$ cat src/rtl/seg_scan_ctrl_if.sv
`default_nettype none
// ============================================================================
// Module  : seg_scan_ctrl_if
// Purpose : Display-data load handshake and scanned segment outputs for
//           seg_scan_ctrl. SEG_BRIGHT_EN adds the 4-bit bright input.
// Revision: 1.0
// ============================================================================
interface seg_scan_ctrl_if #(
   parameter int DIGITS = 8
);
   logic [5*DIGITS-1:0] char_in;
   logic [DIGITS-1:0]   dp_in;
   logic                load;
   logic                load_ack;
   logic                frame_done;
   logic [DIGITS-1:0]   an;
   logic [6:0]          seg;
   logic                dp;
`ifdef SEG_BRIGHT_EN
   logic [3:0]          bright;

   modport master (output char_in, dp_in, load, bright,
                   input  load_ack, frame_done, an, seg, dp);
   modport slave  (input  char_in, dp_in, load, bright,
                   output load_ack, frame_done, an, seg, dp);
`else
   modport master (output char_in, dp_in, load,
                   input  load_ack, frame_done, an, seg, dp);
   modport slave  (input  char_in, dp_in, load,
                   output load_ack, frame_done, an, seg, dp);
`endif
endinterface
`default_nettype wire

$ cat src/rtl/seg_scan_ctrl.sv
`default_nettype none
// ============================================================================
// Module  : seg_scan_ctrl
// Purpose : Multiplexed 7-segment scan scheduler with per-slot blanking and a
//           double-buffered, frame-synchronous load/ack. Optional macro
//           SEG_BRIGHT_EN adds PWM brightness via bus.bright.
// Revision: 1.0
// ============================================================================
module seg_scan_ctrl #(
   parameter int SCAN_DIV  = 10000,
   parameter int BLANK_CYC = 500,
   parameter int DIGITS    = 8
) (
   input wire             clk,
   input wire             rst_n,
   seg_scan_ctrl_if.slave bus
);
   localparam int CNT_W = (SCAN_DIV > 2) ? $clog2(SCAN_DIV) : 1;
   localparam int IDX_W = (DIGITS > 1) ? $clog2(DIGITS) : 1;
   localparam logic [CNT_W-1:0] LAST_CNT  = CNT_W'(SCAN_DIV - 1);
   localparam logic [CNT_W-1:0] BLANK_END = CNT_W'(BLANK_CYC - 1);
   localparam logic [IDX_W-1:0] LAST_IDX  = IDX_W'(DIGITS - 1);

   typedef enum logic [0:0] {BLANK = 1'b0, SHOW = 1'b1} state_t;

   state_t              state;
   logic [CNT_W-1:0]    cnt;
   logic [IDX_W-1:0]    idx;
   logic                pend;
   logic [5*DIGITS-1:0] act_chr;
   logic [5*DIGITS-1:0] pend_chr;
   logic [DIGITS-1:0]   act_dp;
   logic [DIGITS-1:0]   pend_dp;
   logic [4:0]          cur_code;
   logic                boundary;
   logic                lit;

   assign boundary = (cnt == LAST_CNT) && (idx == LAST_IDX);
   assign cur_code = act_chr[5*idx +: 5];

`ifdef SEG_BRIGHT_EN
   logic [3:0] phase;
   assign lit = (phase <= bus.bright);
`else
   assign lit = 1'b1;
`endif

   // Active-low segment patterns, seg[0]=a .. seg[6]=g
   function automatic logic [6:0] decode(input logic [4:0] code);
      case (code)
         5'd0:    decode = 7'b1000000;
         5'd1:    decode = 7'b1111001;
         5'd2:    decode = 7'b0100100;
         5'd3:    decode = 7'b0110000;
         5'd4:    decode = 7'b0011001;
         5'd5:    decode = 7'b0010010;
         5'd6:    decode = 7'b0000010;
         5'd7:    decode = 7'b1111000;
         5'd8:    decode = 7'b0000000;
         5'd9:    decode = 7'b0010000;
         5'd10:   decode = 7'b0001000;
         5'd11:   decode = 7'b0000011;
         5'd12:   decode = 7'b1000110;
         5'd13:   decode = 7'b0100001;
         5'd14:   decode = 7'b0000110;
         5'd15:   decode = 7'b0001110;
         5'd16:   decode = 7'b0101011;
         5'd17:   decode = 7'b0111111;
         5'd18:   decode = 7'b0101111;
         5'd19:   decode = 7'b0001001;
         5'd20:   decode = 7'b1000111;
         5'd21:   decode = 7'b0001100;
         5'd22:   decode = 7'b1000001;
         default: decode = 7'b1111111;
      endcase
   endfunction

   // Outputs for the slot cycle held in cnt are registered on the same edge
   // that advances cnt, so each edge presents the cycle it just processed.
   always_ff @(posedge clk or negedge rst_n) begin
      if (!rst_n) begin
         state          <= BLANK;
         cnt            <= '0;
         idx            <= '0;
         pend           <= 1'b0;
         act_chr        <= {DIGITS{5'd31}};
         pend_chr       <= {DIGITS{5'd31}};
         act_dp         <= '0;
         pend_dp        <= '0;
         bus.an         <= '1;
         bus.seg        <= 7'h7F;
         bus.dp         <= 1'b1;
         bus.load_ack   <= 1'b0;
         bus.frame_done <= 1'b0;
`ifdef SEG_BRIGHT_EN
         phase          <= '0;
`endif
      end else begin
         bus.frame_done <= boundary;
         bus.load_ack   <= boundary && (pend || bus.load);

         if (state == SHOW && lit) begin
            bus.an  <= ~(DIGITS'(1) << idx);
            bus.seg <= decode(cur_code);
            bus.dp  <= ~act_dp[idx];
         end else begin
            bus.an  <= '1;
            bus.seg <= 7'h7F;
            bus.dp  <= 1'b1;
         end

         if (cnt == LAST_CNT) begin
            cnt   <= '0;
            idx   <= (idx == LAST_IDX) ? '0 : idx + 1'b1;
            state <= BLANK;
         end else begin
            cnt <= cnt + 1'b1;
            if (cnt == BLANK_END)
               state <= SHOW;
         end

`ifdef SEG_BRIGHT_EN
         if (cnt == BLANK_END)
            phase <= '0;
         else if (state == SHOW)
            phase <= phase + 1'b1;
`endif

         // A load coinciding with the boundary bypasses the pending buffer
         if (boundary) begin
            pend <= 1'b0;
            if (bus.load) begin
               act_chr <= bus.char_in;
               act_dp  <= bus.dp_in;
            end else if (pend) begin
               act_chr <= pend_chr;
               act_dp  <= pend_dp;
            end
         end else if (bus.load) begin
            pend_chr <= bus.char_in;
            pend_dp  <= bus.dp_in;
            pend     <= 1'b1;
         end
      end
   end
endmodule
`default_nettype wire

$ cat src/flat_wrapper.sv
// flat-port wrapper written by rule: the top's interface ports become plain ports
module seg_scan_ctrl_flat 
#(
   parameter int SCAN_DIV  = 10000,
   parameter int BLANK_CYC = 500,
   parameter int DIGITS    = 8
)
  (clk, rst_n, bus_char_in, bus_dp_in, bus_load, bus_load_ack, bus_frame_done, bus_an, bus_seg, bus_dp);
  seg_scan_ctrl_if #(.DIGITS(DIGITS)) bus_i ();
  input wire clk;
  input wire rst_n;
  input wire logic [$bits(bus_i.char_in)-1:0] bus_char_in;
  input wire logic [$bits(bus_i.dp_in)-1:0] bus_dp_in;
  input wire logic [$bits(bus_i.load)-1:0] bus_load;
  output wire logic [$bits(bus_i.load_ack)-1:0] bus_load_ack;
  output wire logic [$bits(bus_i.frame_done)-1:0] bus_frame_done;
  output wire logic [$bits(bus_i.an)-1:0] bus_an;
  output wire logic [$bits(bus_i.seg)-1:0] bus_seg;
  output wire logic [$bits(bus_i.dp)-1:0] bus_dp;
  assign bus_i.char_in = bus_char_in;
  assign bus_i.dp_in = bus_dp_in;
  assign bus_i.load = bus_load;
  assign bus_load_ack = bus_i.load_ack;
  assign bus_frame_done = bus_i.frame_done;
  assign bus_an = bus_i.an;
  assign bus_seg = bus_i.seg;
  assign bus_dp = bus_i.dp;
  seg_scan_ctrl #(.SCAN_DIV(SCAN_DIV), .BLANK_CYC(BLANK_CYC), .DIGITS(DIGITS)) u_core (.clk(clk), .rst_n(rst_n), .bus(bus_i));
endmodule
$ cat config.mk
export PLATFORM = sky130hd
export DESIGN_NAME = seg_scan_ctrl_flat
export DESIGN_NICKNAME = d
export VERILOG_FILES = /design/src/rtl/seg_scan_ctrl_if.sv /design/src/rtl/seg_scan_ctrl.sv /design/src/flat_wrapper.sv
export SDC_FILE = /design/constraint.sdc
export NUM_CORES = 1
export LEC_CHECK = 0
export BUFFER_PORTS_ARGS = -buffer_cell sky130_fd_sc_hd__buf_2
export CAP_MARGIN = 10
export CORE_ASPECT_RATIO = 0.75
export CORE_MARGIN = 1
export CORE_UTILIZATION = 64
export CTS_CLUSTER_DIAMETER = 40
export DETAILED_ROUTE_END_ITERATION = 7
export PLACE_DENSITY = 0.84
export SLEW_MARGIN = 30
export SYNTH_ARGS = -nofsm -noshare
export SYNTH_HDL_FRONTEND = slang
export SYNTH_SLANG_ARGS = --single-unit
export TNS_END_PERCENT = 50
$ cat constraint.sdc
create_clock -name clk -period 4.57 [get_ports clk]
set_input_delay 0.2285 -clock clk [delete_from_list [all_inputs] [get_ports clk]]
set_output_delay 0.2285 -clock clk [all_outputs]
set_load 0.02 [all_outputs]
== Word level (Yosys, flattened, before mapping) ==
Memory sizes are Yosys's and may differ from the RTL's.
Index checks and enable logic that the tools add are counted.
Word-level totals
  register bits: 133
  latch bits: 0
  memory bits (writable): 0
  bits in read-only memories: 224
  bits of input ports: 51
  output and inout port bits: 18
  memories: 1
Memory list
  (no name shown): depth 32, width 7, read ports 1, clocked after Yosys merged registers in 0, wr ports 0, line seg_scan_ctrl.sv:50  | case (code)
Operators by class
  add/subtract/negate cells: 2
  multiply operators: 1
  div/mod/pow operators: 0
  order comparisons: 1
  equality and inequality tests: 3
  shifts and indexed selects: 2
  mux-type cells: 15
  bitwise logic cells: 3
  reduce and logical (&&, ||, !) cells: 8
Operators with widths (number)
  $mux 40: 2
  $shiftx 40x7->5: 1
  $mux 8: 3
  $add 14x1->14 const B: 1
  $eq 14x14->1 const B: 1
  $eq 14x9->1 const B: 1
  $mux 14: 1
  $not 8->8: 1
  $shl 1x3->8 const A: 1
  $mux 7: 1
  $mul 3x3->6 const A: 1
  $mux 1: 6
  $reduce_bool 2->1: 3
  $lt 3x4->1 const B: 1
  $reduce_and 2->1: 2
  $add 3x1->3 const B: 1
  $bmux 1 s3: 1
  $eq 3x3->1 const B: 1
  $mux 3: 1
  $logic_and 1x1->1: 2
  $not 1->1: 2
  $logic_or 1x1->1: 1

== Depth between registers and ports, before layout ==
  depth after elaboration: 4
  depth in mapped cells: 10
  mapped depth without buffers: 7

== Worst setup path before layout ==
No wires, ideal clock.
  kind: register -> register
  start: reg u_core.idx[0]
  end: reg u_core.bus.seg[4]
  arrival: 2363 ps
  slack: 2124 ps
  cell stages (with the launch flop): 10
  path buffers: 2
  clock period less this slack: 2446 ps
  path through: dfrtp_1 > buf_6 > buf_6 > mux4_2 > mux2i_1 > inv_1 > ha_1 > nand2_1 > a21oi_1 > o32a_1
On the way
  cells in the longest elaborated chain, start to end: 4
Ends and longest elaborated chain
  start, declared: line seg_scan_ctrl.sv:28  | logic [IDX_W-1:0] idx;
  start signal, assigned: line seg_scan_ctrl.sv:114  | idx <= (idx == LAST_IDX) ? '0 : idx + 1'b1;
  $mul 3x3->6: line seg_scan_ctrl.sv:39  | assign cur_code = act_chr[5*idx +: 5];
  $shiftx 40x7->5: line seg_scan_ctrl.sv:39
  $mem_v2 32x7
  $mux 7: line seg_scan_ctrl.sv:102  | if (state == SHOW && lit) begin
  end signal, assigned: line seg_scan_ctrl.sv:104  | bus.seg <= decode(cur_code);
  end, declared: line seg_scan_ctrl_if.sv:30  | output load_ack, frame_done, an, seg, dp);
Every way passes these cells.
A chain may end at the register's enable or synchronous reset.

== Worst setup path after layout ==
  start: reg u_core.cnt[0]
  end: reg u_core.pend_dp[0]
On the way
  cells in the longest elaborated chain, start to end: 4
Ends and longest elaborated chain
  start, declared: line seg_scan_ctrl.sv:27  | logic [CNT_W-1:0] cnt;
  start signal, assigned: line seg_scan_ctrl.sv:117  | cnt <= cnt + 1'b1;
  $eq 14x14->1: line seg_scan_ctrl.sv:38  | assign boundary = (cnt == LAST_CNT) && (idx == LAST_IDX);
  $logic_and 1x1->1: line seg_scan_ctrl.sv:38
  via u_core.boundary: line seg_scan_ctrl.sv:35  | logic boundary;
  $not 1->1 (no line)
  $reduce_and 2->1 (no line)
  end signal, assigned: line seg_scan_ctrl.sv:141  | pend_dp <= bus.dp_in;
  end, declared: line seg_scan_ctrl.sv:33  | logic [DIGITS-1:0] pend_dp;
The timed path passes the listed nets, and every way through them passes these cells.

==> flow_summary.json <==
{
  "detailedRoute.firstIterationViolations": 238,
  "min-delay-path-class": "primary input to register",
  "min_delay_worst_endpoint": "u_core.pend_chr[21]",
  "die_width_um": 120,
  "grt.overflow.total": 0,
  "max-vdd-ir-drop_mv": 0.261,
  "synth.distinct_cells": 47,
  "synth_nets": 526,
  "vertical_die_dimension_um": 90.2,
  "place_hpwl_mm": 8.27,
  "rr_startpoint": "u_core.cnt[0]",
  "detailedRoute.firstPassIterationCount": 4,
  "dominantRegCellSynth": "sky130_fd_sc_hd__dfstp_2",
  "crit_path_leading_delay_family": "simple AND/OR/NAND/NOR gates",
  "final_nets": 592,
  "total_power_mw": 2.82,
  "ratio_of_cells_with_drive_above_1_in_the_final_layout_pct": 67.7,
  "asyncSetResetFlopFracSynth_pct": 100,
  "power.net_switching_mw": 0.590,
  "synth_top_cell_area_share_pct": 38.0,
  "synth-seq-cells": 133,
  "netlist_area_mm2": 0.00664,
  "worst-r2r-setup-slack_ns": 1.66,
  "post_drt_wl_per_cell_um": 19.1,
  "final_cycle_share_pct": 63.7,
  "design.core.area_mm2": 0.00985,
  "layout-area-overhead-vs-synth_pct": 14.7,
  "clock_tree.buffer_depth": 2,
  "syn-instance-count": 460,
  "worstPathArrival_ns": 3.21,
  "leakage_nw": 3.35,
  "final.hold.worst_slack_ns": 0.0560,
  "initial_util_pct": 67.4,
  "hold_start": "bus_char_in[21]",
  "clockPowerShare_pct": 48.2,
  "numCtsBuffers": 17,
  "yosysWarnings": 0,
  "hold_depth": 2,
  "internal_power_mw": 2.23,
  "p_seq_share_pct": 45.2,
  "max-cap-violations": 0,
  "finalSetupViolCount": 0,
  "layout_min_cycle_time_ns": 2.91,
  "critPathKind": "register to register",
  "power.switching_fraction_pct": 20.9,
  "detail_route.vias_per_cell": 5.80,
  "cp_max_fo": 48,
  "worst_skew_pair.late_latency_ns": 0.41,
  "cts_tree": "done",
  "dr_total_vias": 3889,
  "total_wirelength_mm": 12.8,
  "cts_sinks": 133,
  "count_of_flip_flops_with_a_built_in_enable_after_synthesis": 0,
  "synth.top_cells.by_count": "sky130_fd_sc_hd__mux2_2 (116), sky130_fd_sc_hd__dfstp_2 (96), sky130_fd_sc_hd__dfrtp_1 (37), sky130_fd_sc_hd__mux2_4 (29), sky130_fd_sc_hd__nand2_1 (23)",
  "fp-row-count": 31,
  "cp.required_ns": 4.86,
  "worstPathCellList": "ha_1 > and3_1 > and4_1 > and2_4 > nand2b_4 > mux2_2",
  "rr_worst_depth": 6,
  "yosys-top-cells-area": "sky130_fd_sc_hd__dfstp_2 (38%), sky130_fd_sc_hd__mux2_2 (20%), sky130_fd_sc_hd__dfrtp_1 (14%)",
  "ctsResizeCount": 0,
  "fin_worst_skew_ns": 0.0120,
  "grt_pass1_vias": 4287,
  "worstSetupStartpointType": "register",
  "synth_sequential_area_ratio_pct": 52.0,
  "slowest_delay_ns": 0.65,
  "power_density_mw_per_mm2": 370,
  "status": "completed",
  "post_cts.repair.setup_buffers": 0,
  "gr-usage-all-layers_pct": 26.6,
  "place_area_mm2": 0.00700,
  "critPathBufInv": 0,
  "cts.htree.levels": 4,
  "io_pins": 69,
  "gpl.final_weighted_congestion": 0.873,
  "endpoint_kind": "register",
  "cts_hold_repair.buffers": 1,
  "worst_pin_slew_ns": 0.823,
  "die_footprint_mm2": 0.0108,
  "insertedDiodeCount": 0,
  "f_max_ghz": 0.343,
  "place.port_buffers": 68,
  "comb_power_share_pct": 6.7,
  "initial_antenna_violation_count": 0,
  "regToRegEndpoint": "u_core.pend_dp[0]",
  "critical_path.slowest_cell": "sky130_fd_sc_hd__nand2b_4",
  "drv_slew": 0,
  "post_synth.cell_area_avg_um2": 14.4,
  "clock_tree.root_cell": "sky130_fd_sc_hd__clkbuf_16",
  "post-synth-top-count-cell": "sky130_fd_sc_hd__mux2_2",
  "grt_setup_unrepaired": "false",
  "final_cell_area_mm2": 0.00761,
  "clkTransAtPathRegs_ns": 0.06,
  "pin_count_of_the_biggest_net_entering_global_routing": 58,
  "maxSlewHeadroom_pct": 45.1,
  "drc_errors": 0,
  "post-synth-top-area-cell": "sky130_fd_sc_hd__dfstp_2",
  "grt_first_pass_wirelength_mm": 21.9,
  "setup-tns-final_ns": 0,
  "hold_violations": 0,
  "route.antenna.remaining_nets": 0
}
[layout make-up]
| class | count | area [µm²] |
|---|---|---|
| sequential | 133 | 3450 |
| clock buffer | 24 | 502 |
| inverter | 10 | 37.5 |
| timing repair buffer | 73 | 383 |
| tap | 132 | 165 |
| fill | 597 | 2240 |
| clock inverter | 8 | 96.3 |
| multi-input combinational | 291 | 2980 |
[registers in the layout (all words and copies together) (netlist names)]
name and cells:
u_core.act_chr 40, u_core.act_dp 8, u_core.bus.an 8, u_core.bus.dp 1, u_core.bus.frame_done 1, u_core.bus.load_ack 1, u_core.bus.seg 7, u_core.cnt 14
u_core.idx 3, u_core.pend 1, u_core.pend_chr 40, u_core.pend_dp 8, u_core.state 1
[placed cells by master, fill, tap and decap left out, types with 5 or more instances in the layout]
master                      count
sky130_fd_sc_hd__buf_2         67
sky130_fd_sc_hd__buf_4          5
sky130_fd_sc_hd__clkbuf_16     17
sky130_fd_sc_hd__clkbuf_8       5
sky130_fd_sc_hd__dfrtp_1       36
sky130_fd_sc_hd__dfstp_2       96
sky130_fd_sc_hd__ha_1          15
sky130_fd_sc_hd__inv_1          8
sky130_fd_sc_hd__mux2_2       116
sky130_fd_sc_hd__mux2_4        29
sky130_fd_sc_hd__mux2i_1        7
sky130_fd_sc_hd__mux4_2        12
sky130_fd_sc_hd__nand2_1       23
sky130_fd_sc_hd__nand3_1        9
sky130_fd_sc_hd__nand4_1        5
sky130_fd_sc_hd__nor2_1        17
sky130_fd_sc_hd__o21ai_0        8
sky130_fd_sc_hd__xnor2_1        5
sky130_fd_sc_hd__xor2_1         6
[per-stage QoR]
step / setup WS, ns / utilization [%] / cells
3_3_place_gp: 1.66 / 71.1 / 638
5_1_grt: 1.43 / 77.3 / 671
3_5_place_dp: 1.44 / 71.1 / 638
4_1_cts: 1.38 / 77.3 / 671
6_report: 1.66 / 77.3 / 671
2_1_floorplan: 2.12 / - / 460
[cell families (layout without fill, tap and decap cells)]
logic type               after synthesis  after routing  share of synthesized area [%]
adder cells (fa/ha/maj)               15             15                           2.83
AND/OR/NAND/NOR                       70             70                           5.24
XOR/XNOR                              11             11                           1.45
flip-flops                           133            133                           52.0
buffers and inverters                 36            115                           3.26
multiplexers                         168            168                           32.6
AO/OA/AOI/OAI                         27             27                           2.68
[how the worst max path moves through the flow]
stage / startpoint / end / slack (ns) / depth (start not counted)
4_1_cts: u_core.idx[0] / u_core.bus.seg[3] / 1.38 / 7
3_5_place_dp: u_core.idx[0] / u_core.bus.seg[3] / 1.44 / 7
3_3_place_gp: u_core.idx[0] / u_core.bus.seg[4] / 1.66 / 7
6_report: u_core.cnt[0] / u_core.pend_dp[0] / 1.66 / 6
5_1_grt: u_core.cnt[0] / u_core.pend_dp[7] / 1.43 / 6
2_1_floorplan: u_core.idx[0] / u_core.bus.seg[4] / 2.12 / 9
[power groups by stage]
stage	registers (mW)	clock network, mW	logic (mW)
6_report	1.27	1.36	0.188
5_1_grt	1.28	1.43	0.206
4_1_cts	1.27	1.38	0.191
3_5_place_dp	1.29	0	0.187
3_3_place_gp	1.28	0	0.180
2_1_floorplan	1.28	0	0.120
[routing by layer]
metal	vias up	GRT usage, %	wire, µm
met5	-	0	0
met4	0	7.92	154
met3	13	7.55	589
met2	114	42.0	6180
met1	1986	35.9	5920
li1	1776	-	-
No activity file was read; power rests on OpenSTA's default activity.
